### config.mk
export PLATFORM = sky130hd
export DESIGN_NAME = dlfloat16_square_seq
export DESIGN_NICKNAME = d
export VERILOG_FILES = /design/src/rtl/dlfloat16_square_seq.sv
export SDC_FILE = /design/constraint.sdc
export NUM_CORES = 1
export LEC_CHECK = 0
export ABC_AREA = 1
export ABC_CLOCK_PERIOD_IN_PS = 3200
export BUFFER_PORTS_ARGS = -buffer_cell sky130_fd_sc_hd__buf_2
export CORE_MARGIN = 1.5
export CORE_UTILIZATION = 50
export DETAILED_ROUTE_END_ITERATION = 6
export PLACE_DENSITY = 0.76
export SETUP_SLACK_MARGIN = 0.4
export SLEW_MARGIN = 10
export SYNTH_ARGS = -nofsm -noshare
export SYNTH_HDL_FRONTEND = slang
export SYNTH_SLANG_ARGS = --single-unit
### constraint.sdc
create_clock -name clk -period 3.2 [get_ports clk]
set_input_delay 0.64 -clock clk [delete_from_list [all_inputs] [get_ports clk]]
set_output_delay 0.64 -clock clk [all_outputs]
set_load 0.01 [all_outputs]
### src/rtl/dlfloat16_square_seq.sv
// Multi-cycle DLFloat16 squarer: shift-add significand square, then normalise and round to nearest even.
// A square is never negative, so the operand sign is dropped and the result sign is always 0.
module dlfloat16_square_seq #(
    parameter int BIAS    = 31,
    parameter int MAX_EXP = 62
) (
    input  logic        clk,
    input  logic        rst_n,
    input  logic        in_valid,
    output logic        in_ready,
    input  logic [15:0] dl_in,
    output logic        out_valid,
    input  logic        out_ready,
    output logic [15:0] dl_out,
    output logic [4:0]  exception_flags
);

    typedef enum logic [1:0] {IDLE, MUL, NORM, DONE} state_t;

    state_t      state_q, state_d;
    logic [5:0]  exp_q, exp_d;
    logic [9:0]  m_q, m_d;
    logic [19:0] acc_q, acc_d;
    logic [3:0]  cnt_q, cnt_d;
    logic [15:0] dl_out_q, dl_out_d;
    logic [4:0]  flags_q, flags_d;

    logic        accept;
    logic        in_special;
    logic        unused_sign;

    logic               n;
    logic [8:0]         frac_trunc;
    logic               guard;
    logic               sticky;
    logic               round_up;
    logic [9:0]         frac_sum;
    logic               inexact;
    logic signed [9:0]  e_base;
    logic signed [9:0]  e_fin;

    assign unused_sign = dl_in[15];
    assign accept      = in_valid && in_ready;
    assign in_special  = (dl_in[14:9] == 6'd63) || (dl_in[14:9] == 6'd0);

    always_ff @(posedge clk or negedge rst_n) begin
        if (!rst_n) begin
            state_q <= IDLE;
        end else begin
            state_q <= state_d;
        end
    end

    always_comb begin
        state_d = state_q;
        case (state_q)
            IDLE: if (accept) state_d = in_special ? DONE : MUL;
            MUL:  if (cnt_q == 4'd9) state_d = NORM;
            NORM: state_d = DONE;
            DONE: if (out_ready) state_d = IDLE;
            default: state_d = IDLE;
        endcase
    end

    always_comb begin
        in_ready  = (state_q == IDLE);
        out_valid = (state_q == DONE);
    end

    // Normalisation picks the 9 fraction bits below the leading one of the 20-bit square.
    always_comb begin
        n          = acc_q[19];
        frac_trunc = n ? acc_q[18:10] : acc_q[17:9];
        guard      = n ? acc_q[9] : acc_q[8];
        sticky     = n ? (|acc_q[8:0]) : (|acc_q[7:0]);
        round_up   = guard && (sticky || frac_trunc[0]);
        frac_sum   = {1'b0, frac_trunc} + {9'b0, round_up};
        inexact    = guard | sticky;
        e_base     = $signed({3'b000, exp_q, 1'b0}) - $signed(10'(BIAS));
        e_fin      = e_base + $signed({9'b0, n}) + $signed({9'b0, frac_sum[9]});
    end

    always_comb begin
        exp_d    = exp_q;
        m_d      = m_q;
        acc_d    = acc_q;
        cnt_d    = cnt_q;
        dl_out_d = dl_out_q;
        flags_d  = flags_q;
        case (state_q)
            IDLE: begin
                if (accept) begin
                    exp_d = dl_in[14:9];
                    if (dl_in[14:9] == 6'd63) begin
                        dl_out_d = 16'h7FFF;
                        flags_d  = 5'b10000;
                    end else if (dl_in[14:9] == 6'd0) begin
                        dl_out_d = 16'h0000;
                        flags_d  = 5'b00000;
                    end else begin
                        m_d   = {1'b1, dl_in[8:0]};
                        acc_d = 20'd0;
                        cnt_d = 4'd0;
                    end
                end
            end
            MUL: begin
                if (m_q[cnt_q]) begin
                    acc_d = acc_q + ({10'b0, m_q} << cnt_q);
                end
                cnt_d = cnt_q + 4'd1;
            end
            NORM: begin
                if (e_fin > $signed(10'(MAX_EXP))) begin
                    dl_out_d = 16'h7DFF;
                    flags_d  = 5'b01100;
                end else if (e_fin < $signed(10'sd1)) begin
                    dl_out_d = 16'h0000;
                    flags_d  = 5'b01010;
                end else begin
                    dl_out_d = {1'b0, e_fin[5:0], frac_sum[8:0]};
                    flags_d  = {1'b0, inexact, 3'b000};
                end
            end
            default: ;
        endcase
    end

    always_ff @(posedge clk or negedge rst_n) begin
        if (!rst_n) begin
            exp_q    <= 6'd0;
            m_q      <= 10'd0;
            acc_q    <= 20'd0;
            cnt_q    <= 4'd0;
            dl_out_q <= 16'h0000;
            flags_q  <= 5'b00000;
        end else begin
            exp_q    <= exp_d;
            m_q      <= m_d;
            acc_q    <= acc_d;
            cnt_q    <= cnt_d;
            dl_out_q <= dl_out_d;
            flags_q  <= flags_d;
        end
    end

    assign dl_out          = dl_out_q;
    assign exception_flags = flags_q;

endmodule

==> results.md, run 1 <==
Synth:
- Synthesis produced a netlist whose cell count is between 700 and 800.
- After synthesis, the share of flip-flops with an asynchronous set or reset is 1.00.
- The area share of the largest cell type after synthesis is 0.305.
- Counting flops and latches in the post-synthesis netlist gives between 60 and 70.
- dfrtp_1 takes more of the synthesized area than any other cell.
- In this run, synthesis inferred 0 flip-flops with an integrated enable.
- By area the synthesized netlist is led by dfrtp_1 (31%), nand2_1 (15%), ha_1 (7.5%), nor2_1 (6.9%), inv_1 (6.5%).
- The Yosys step of the flow raised 0 warnings.
- The most used flip-flop cell after synthesis is dfrtp_1.
- The mapped netlist covers 5000 um2.
- The mean post-synth cell area is 6.81 um2.
- The sequential cell area fraction in the yosys report is 0.305.
- The number of different library cells used by synthesis comes to 46.

Setup path:
- The kind of launch point of the worst setup path is a register.
- In this design, the critical path's most frequently occurring cell is nand2_1.
- The largest individual stage delay along the critical path comes from the cell dfrtp_2.
- Data on the critical path arrives at its endpoint at about 3.2 ns.
- The worst setup path is captured at a register.
- The maximum fanout along the worst path is 5.
- The critical path goes through clkinvlp_4 -> buf_6 -> nand2_1 -> nand3_1 -> o21ai_2 -> nand2_1 -> nand2_1 -> o22ai_1 -> ha_1 -> nand2_2 -> a21oi_1 -> or2_2 -> a21oi_2 -> nand2_2 -> nand2_2 -> nand3_1 -> nand3_1 -> nand2_1.
- The setup path with the least slack is of type reg -> reg.
- STA puts the critical path data required time at around 3.5 ns.
- On the worst path, the slowest cell contributes a delay of roughly 0.43 ns.

Flow run:
- The max-capacitance violation count is 0.

Floorplanning:
- The effective utilization at floorplan is 0.514.
- The area of the die is 10600 um2.
- In this run the vertical extent of the chip is around 100 um.
- The area of the core is approximately 9700 um2.
- The die extent in x is 103 um.
- The number of placed I/O pins is 43.
- The standard-cell row count is 36.

Cells and area:
- In the final layout, the share of cells above drive strength 1 is 0.353.
- The library cell used most frequently in the layout, excluding fill and tap cells, is nand2_1.
- The finished cells cover between 6000 and 7000 um2.
- The area growth from synthesis to layout is 33.5%.
- The library cells used most frequently in the layout, excluding fill and tap cells, are nand2_1 (164), inv_1 (75), nor2_1 (64), dfrtp_1 (58), buf_4 (57).
- For this run, the share of the core covered by cells in the final layout is 0.687.
- The number of antenna diodes in the final layout is 0.
- After the last flow step, the layout net total stands at 888.

Hold path:
- The path class of the tightest hold or removal check is in -> async.

STA:
- The time the worst path needs with I/O delays and setup is around 2.9 ns.
- Setup violations remaining at the end of the flow were counted as 0.
- The transition time at the pin with the least slew margin is a little under 0.5 ns.
- The clock skew after layout is about 0.017 ns.
- The relative slew slack is 0.667.
- The total negative setup slack is 0 ns.
- Setup repair after global routing could not meet its margin everywhere.
- Static timing analysis puts the maximum clock frequency at approximately 0.34 GHz.
- The worst hold-check slack is about 0.23 ns.
- The number of slew-limit violations in the final report is 0.
- Of the available clock period, the critical path in the final layout requires 0.908.
- The final count of hold timing violations is 0.

Place:
- The congestion estimate from routability-driven global placement came to ~0.94.
- The number of input and output port buffers inserted is 39.
- Once placement finished, the instance area stood at about 5400 um2.
- The placed wire-length estimate after detailed placement is 9390 um.

Pwr:
- In this run the power density over the cells is ~1100 nW/um2.
- The peak supply drop is between 0.0006 and 0.0007 V.
- Summed over all cells, the static leakage comes to roughly 0.0032 uW.
- Total power for the finished layout comes to around 7300 uW.

Route:
- Before antenna repair, the detailed router went through 6 iterations.
- Wires add up to roughly 15000 um.
- The number of DRC violations after detailed-routing iteration 0 is around 460.
- The detail-routed net length per standard cell is 15.3 um.
- Using the TritonRoute via totals, the vias-per-cell ratio works out to 5.63.
- The via count is around 5500.
- The DRC violations left is 0.
- In this run the remaining antenna-violating nets after routing total 0.

Global routing:
- The initial antenna violation count was 0.
- For this run the aggregate overflow at the end of global routing stands at 0.
- The number of global-route vias before repair is 4904.
- The first global-routing pass estimated 22200 um of wire.
- The global router's overall resource usage is 0.265.
- The pin count of the biggest net entering global routing is 24.

Clock network:
- After clock tree synthesis, the flow added hold-fix buffers numbering 0.
- The buffer levels on the longest clock path is 2.
- The clock tree synthesis step divided the H-tree into 3 levels.
- The later pin in the worst-skew pair is clocked with a latency of roughly 0.35 ns.
- The tree built by TritonCTS fans out to 61 sinks.
- Clock tree synthesis inserted a total of 9 buffers.
- The CTS root buffer is clkbuf_8.
- The TritonCTS clock tree is done.
- After clock tree synthesis, the clock-pin slew on the worst setup and hold paths is 0.08 ns.

Run status:
- The run finished with clean final reports.
state kept, by name, summed over array words and instances (netlist names):
name             flops
acc_q               20
dl_out              15
m_q                 10
exp_q                6
cnt_q                4
exception_flags      4
state_q              2
logic make-up after synthesis:
logic type / Yosys count / synth area share
multiplexers: 11 / 0.0245
other: 1 / 0.000749
flip-flops: 61 / 0.305
AND/OR/NAND/NOR: 389 / 0.337
buffers and inverters: 112 / 0.0925
AO/OA/AOI/OAI: 111 / 0.126
XOR/XNOR: 19 / 0.0348
adder cells (fa/ha/maj): 31 / 0.0790
worst paths after layout:
check | start | to | slack, ns | depth (start not counted)
max | cnt_q[0]$_DFFE_PN0P_ | acc_q[18]$_DFFE_PN0P_ | 0.29 | 18
max in group asynchronous | rst_n | acc_q[19]$_DFFE_PN0P_ | 2.25 | 2
min in group clk | dl_out[9]$_DFFE_PN0P_ | dl_out[9]$_DFFE_PN0P_ | 0.49 | 2
max reg2reg | cnt_q[0]$_DFFE_PN0P_ | acc_q[18]$_DFFE_PN0P_ | 0.29 | 18
min | rst_n | exp_q[2]$_DFFE_PN0P_ | 0.23 | 1
min reg2reg | dl_out[9]$_DFFE_PN0P_ | dl_out[9]$_DFFE_PN0P_ | 0.49 | 2
cells in the mapped netlist, types with 2 or more instances:
library cell / count
a21o_1: 2
a21oi_1: 31
a31oi_1: 6
and2_1: 2
buf_2: 7
buf_4: 7
clkbuf_1: 5
clkinv_1: 2
dfrtp_1: 61
ha_1: 30
inv_1: 87
inv_2: 3
mux2_2: 10
nand2_1: 196
nand2_2: 4
nand3_1: 51
nand3_2: 6
nand4_1: 13
nor2_1: 92
nor2_2: 3
nor3_1: 6
nor4_1: 2
o211ai_1: 3
o21ai_0: 26
o21ai_1: 19
o21ai_2: 4
o21bai_1: 2
o22ai_1: 10
o31ai_1: 3
or2_2: 10
xnor2_1: 10
xor2_1: 8
area by class of cell:
class | instances | area [um2]
Inverter | 92 | 352
Clock inverter | 4 | 22.5
Sequential cell | 61 | 1530
Multi-Input combinational cell | 565 | 3660
Timing Repair inverter | 1 | 7.51
Tap cell | 133 | 166
Timing Repair Buffer | 107 | 786
Clock buffer | 12 | 155
Fill cell | 772 | 3050
critical path, delay by kind of cell (launching register included):
kind,cells,cell delay [ns]
AO/OA/AOI/OAI,4,0.39
AND/OR/NAND/NOR,11,1.25
buffers and inverters,2,0.34
adder cells (fa/ha/maj),1,0.40
flip-flops,1,0.43
what timing repair did:
action / CTS / global route
pin swaps: 26 / 55
gates resized for setup: 53 / 133
setup buffers: 25 / 28
setup endpoints to repair: 27 / 32
gates cloned: 2 / 2
where the power goes:
part           switching [uW]  leakage (uW)  internal, uW  total, uW
Combinational            3080       0.00234          2200       5280
Sequential                274      0.000772          1080       1350
Clock                     320     0.0000921           320        639
metal layers:
metal,vias to the layer above,global-route usage,routed length (um)
met4,0,0.0790,556
met5,-,0,0
met2,261,0.473,7480
li1,2613,-,-
met3,61,0.0468,942
met1,2556,0.326,5910
per-stage QoR:
stage / instances / setup WS [ns]
global placement: 902 / 0.265
global route: 975 / 0.117
CTS: 945 / 0.383
floorplan: 736 / 0.528
finish: 975 / 0.294
detailed placement: 902 / 0.109
(Power assumes the default switching activity.)
==> inputs of run 2 (changes only) <==
CTS_CLUSTER_SIZE = 24   (was not set)
SETUP_SLACK_MARGIN = 0.5   (was 0.4)
==> results.md, run 2 (same netlist as run 1, synthesis figures left out) <==
Run status:
- Run status: complete, no violations (unchanged).

Setup path:
- The maximum fanout along the worst path is 6 (was 5).
- The endpoint of the worst-slack reg-to-reg timing path is acc_q[19]$_DFFE_PN0P_ (was acc_q[18]$_DFFE_PN0P_).
- The slowest cell on the critical path is dfrtp_2 (unchanged).
- Cell-by-cell listing of the critical path: buf_6 -> clkbuf_16 -> nand2_1 -> inv_1 -> o21ai_2 -> nor2_1 -> a31oi_2 -> buf_4 -> nor2_1 -> ha_1 -> inv_1 -> nor3_2 -> and2_1 -> nand4_1 -> nand3_2 -> nand2_1 -> nand2_1 -> o21ai_1 (was clkinvlp_4 -> buf_6 -> nand2_1 -> nand3_1 -> o21ai_2 -> nand2_1 -> nand2_1 -> o22ai_1 -> ha_1 -> nand2_2 -> a21oi_1 -> or2_2 -> a21oi_2 -> nand2_2 -> nand2_2 -> nand3_1 -> nand3_1 -> nand2_1).
- The number of buffer and inverter stages on the critical path is 5 (was 2).
- The reg-to-reg critical path startpoint is cnt_q[0]$_DFFE_PN0P_ (unchanged).
- The family with the most delay on the worst path was simple AND/OR/NAND/NOR gates (unchanged).
- The count of cells along the worst register-to-register path was 18 (unchanged).
- The setup slack on the worst flop-to-flop path is 0.12 ns (was 0.29 ns).
- The startpoint-to-endpoint class of the critical path is reg -> reg (unchanged).
- The worst path required time is 3.42 ns (was 3.45 ns).
- The kind of launch point of the worst setup path is a register (unchanged).
- The longest individual stage delay on the worst path is 0.47 ns (was 0.43 ns).
- The critical path endpoint category is a register (unchanged).
- The arrival time at the worst endpoint is 3.30 ns (was 3.15 ns).
- The most frequent cell on the critical path was nand2_1 (unchanged).

Floorplanning:
- The area of the core is 9730 um2 (unchanged).
- The die extent in x is 103 um (unchanged).
- The number of placed I/O pins came to 43 (unchanged).
- The die outline height is 103 um (unchanged).
- The area of the die was 10600 um2 (unchanged).
- The standard-cell row count is 36 (unchanged).
- The effective utilization at floorplan was 0.514 (unchanged).

STA:
- The total negative setup slack was 0 ns (unchanged).
- RSZ-0062 raised after global routing: true (unchanged).
- The final count of hold timing violations is 0 (unchanged).
- The final cycle utilization of the critical path was 0.963 (was 0.908).
- The maximum achievable frequency is 0.325 GHz (was 0.344 GHz).
- The clock skew after layout came to 0.0178 ns (was 0.0172 ns).
- The minimum setup slack in the final design is 0.119 ns (was 0.294 ns).
- The number of slew-limit violations in the final report is 0 (unchanged).
- The time the worst path needs with I/O delays and setup is 3.08 ns (was 2.91 ns).
- The count of final setup violators is 0 (unchanged).

Global routing:
- The number of global-route vias before repair is 5016 (was 4904).
- The pin count of the biggest net entering global routing is 24 (unchanged).
- The total grt overflow is 0 (unchanged).
- The global router's overall resource usage was 0.272 (was 0.265).
- The initial antenna violation count was 0 (unchanged).
- The global-route wire length before repair was 22800 um (was 22200 um).

Clock network:
- The CTS root buffer is clkbuf_8 (unchanged).
- The insertion delay of the later-clocked pin in the worst-skew pair is 0.35 ns (about the same).
- The clock input transition at the sequential cells of the worst setup and hold paths is 0.08 ns (about the same).
- The maximum level of the CTS H-tree was 3 (unchanged).
- The number of buffers inserted during clock tree synthesis is 9 (unchanged).
- The clock sink total is 61 (unchanged).
- The TritonCTS clock tree is done (unchanged).
- The number of hold-repair buffers added at the cts stage was 0 (unchanged).
- The buffer levels on the longest clock path is 2 (unchanged).

Cells and area:
- The layout cell share with drive strength beyond 1 is 0.414 (was 0.353).
- The count of filler cells inserted in the layout came to 659 (was 772).
- The commonest non-fill, non-tap cell in the layout is nand2_1 (unchanged).
- The growth of design area from synthesis to finish came to 42.0% (was 33.5%).
- The combined area of the multi-input logic cells came to 3940 um2 (was 3660 um2).
- The most flop-heavy register is acc_q (unchanged).
- The number of flip-flops under the largest register name is 20 (unchanged).
- The number of diodes is 0 (unchanged).
- Top library cells by usage in the layout, fill and taps aside: nand2_1 (145), inv_1 (74), buf_4 (64), nor2_1 (59), dfrtp_1 (57) (was nand2_1 (164), inv_1 (75), nor2_1 (64), dfrtp_1 (58), buf_4 (57)).
- The number of nets in the layout came to 901 (was 888).
- The area used by sequential logic in the layout is 1530 um2 (about the same).

Route:
- The DRC violations left came to 0 (unchanged).
- The detail-routed net length per standard cell is 17.0 um (was 15.3 um).
- The routed wire length is 16800 um (was 14900 um).
- The via count was 5703 (was 5491).
- The number of nets with antenna violations after routing is 0 (unchanged).
- The number of DRC violations after detailed-routing iteration 0 is 500 (was 462).
- The via density per instance is 5.77 (was 5.63).
- The detailed-router iteration count before antenna repair is 5 (was 6).

Place:
- The number of input and output port buffers inserted is 39 (unchanged).
- The placer's final routability congestion estimate was 0.941 (unchanged).
- The worst setup slack after placement is 0.109 ns (unchanged).
- The placed wire-length estimate after detailed placement was 9390 um (unchanged).

Hold path:
- The worst hold path class is in -> async (unchanged).

Pwr:
- The leakage dissipation came to 0.00337 uW (was 0.00320 uW).
- The peak supply drop is 0.000707 V (was 0.000672 V).
- The power density over the cells is 1160 nW/um2 (was 1090 nW/um2).

Flow run:
- The max-capacitance violation count is 0 (unchanged).
-- run 2: layout make-up --
type,count,area share
clock buffer,12,0.0218
clock inverter,4,0.00317
inverter,92,0.0505
multi-input combinational,565,0.554
sequential,61,0.216
tap,133,0.0234
timing repair buffer,120,0.131
timing repair inverter,1,0.00106
-- run 2: where the power goes --
part | switching, uW | internal, uW
registers | 290 | 1080
clock network | 331 | 320
logic | 3560 | 2630
total | 4180 | 4030
-- run 2: timing repair --
| action | 4_1_cts | 5_1_grt |
|---|---|---|
| gates cloned | 2 | 3 |
| setup buffers | 33 | 32 |
| pin swaps | 41 | 83 |
| setup endpoints to repair | 29 | 33 |
| resized for setup | 71 | 188 |
-- run 2: per-stage QoR --
stage,hold slack [ns],util,cells,area (um2),power [uW]
floorplan,0.344,-,736,5010,4000
CTS,0.241,0.623,953,6060,6030
finish,0.229,0.730,988,7110,8210
detailed placement,0.466,0.551,902,5360,4820
global route,0.256,0.730,988,7110,8710
global placement,0.459,0.551,902,5360,4730
-- run 2: per-layer routing --
metal | wire (um) | track usage | part of all wire
met3 | 1150 | 0.0488 | 0.069
met4 | 830 | 0.0967 | 0.049
met1 | 6530 | 0.329 | 0.39
met5 | 0 | 0 | 0
met2 | 8260 | 0.483 | 0.49
-- run 2: how the worst max path moves through the flow --
| stage | startpoint | endpoint | slack (ns) | depth (start not counted) |
|---|---|---|---|---|
| floorplan | acc_q[19]$_DFFE_PN0P_ | dl_out[3]$_DFFE_PN0P_ | 0.53 | 21 |
| global placement | acc_q[19]$_DFFE_PN0P_ | dl_out[2]$_DFFE_PN0P_ | 0.27 | 21 |
| detailed placement | acc_q[19]$_DFFE_PN0P_ | dl_out[2]$_DFFE_PN0P_ | 0.11 | 21 |
| CTS | acc_q[19]$_DFFE_PN0P_ | dl_out[2]$_DFFE_PN0P_ | 0.38 | 23 |
| global route | cnt_q[0]$_DFFE_PN0P_ | acc_q[18]$_DFFE_PN0P_ | 0.002 | 20 |
| finish | cnt_q[0]$_DFFE_PN0P_ | acc_q[19]$_DFFE_PN0P_ | 0.12 | 18 |
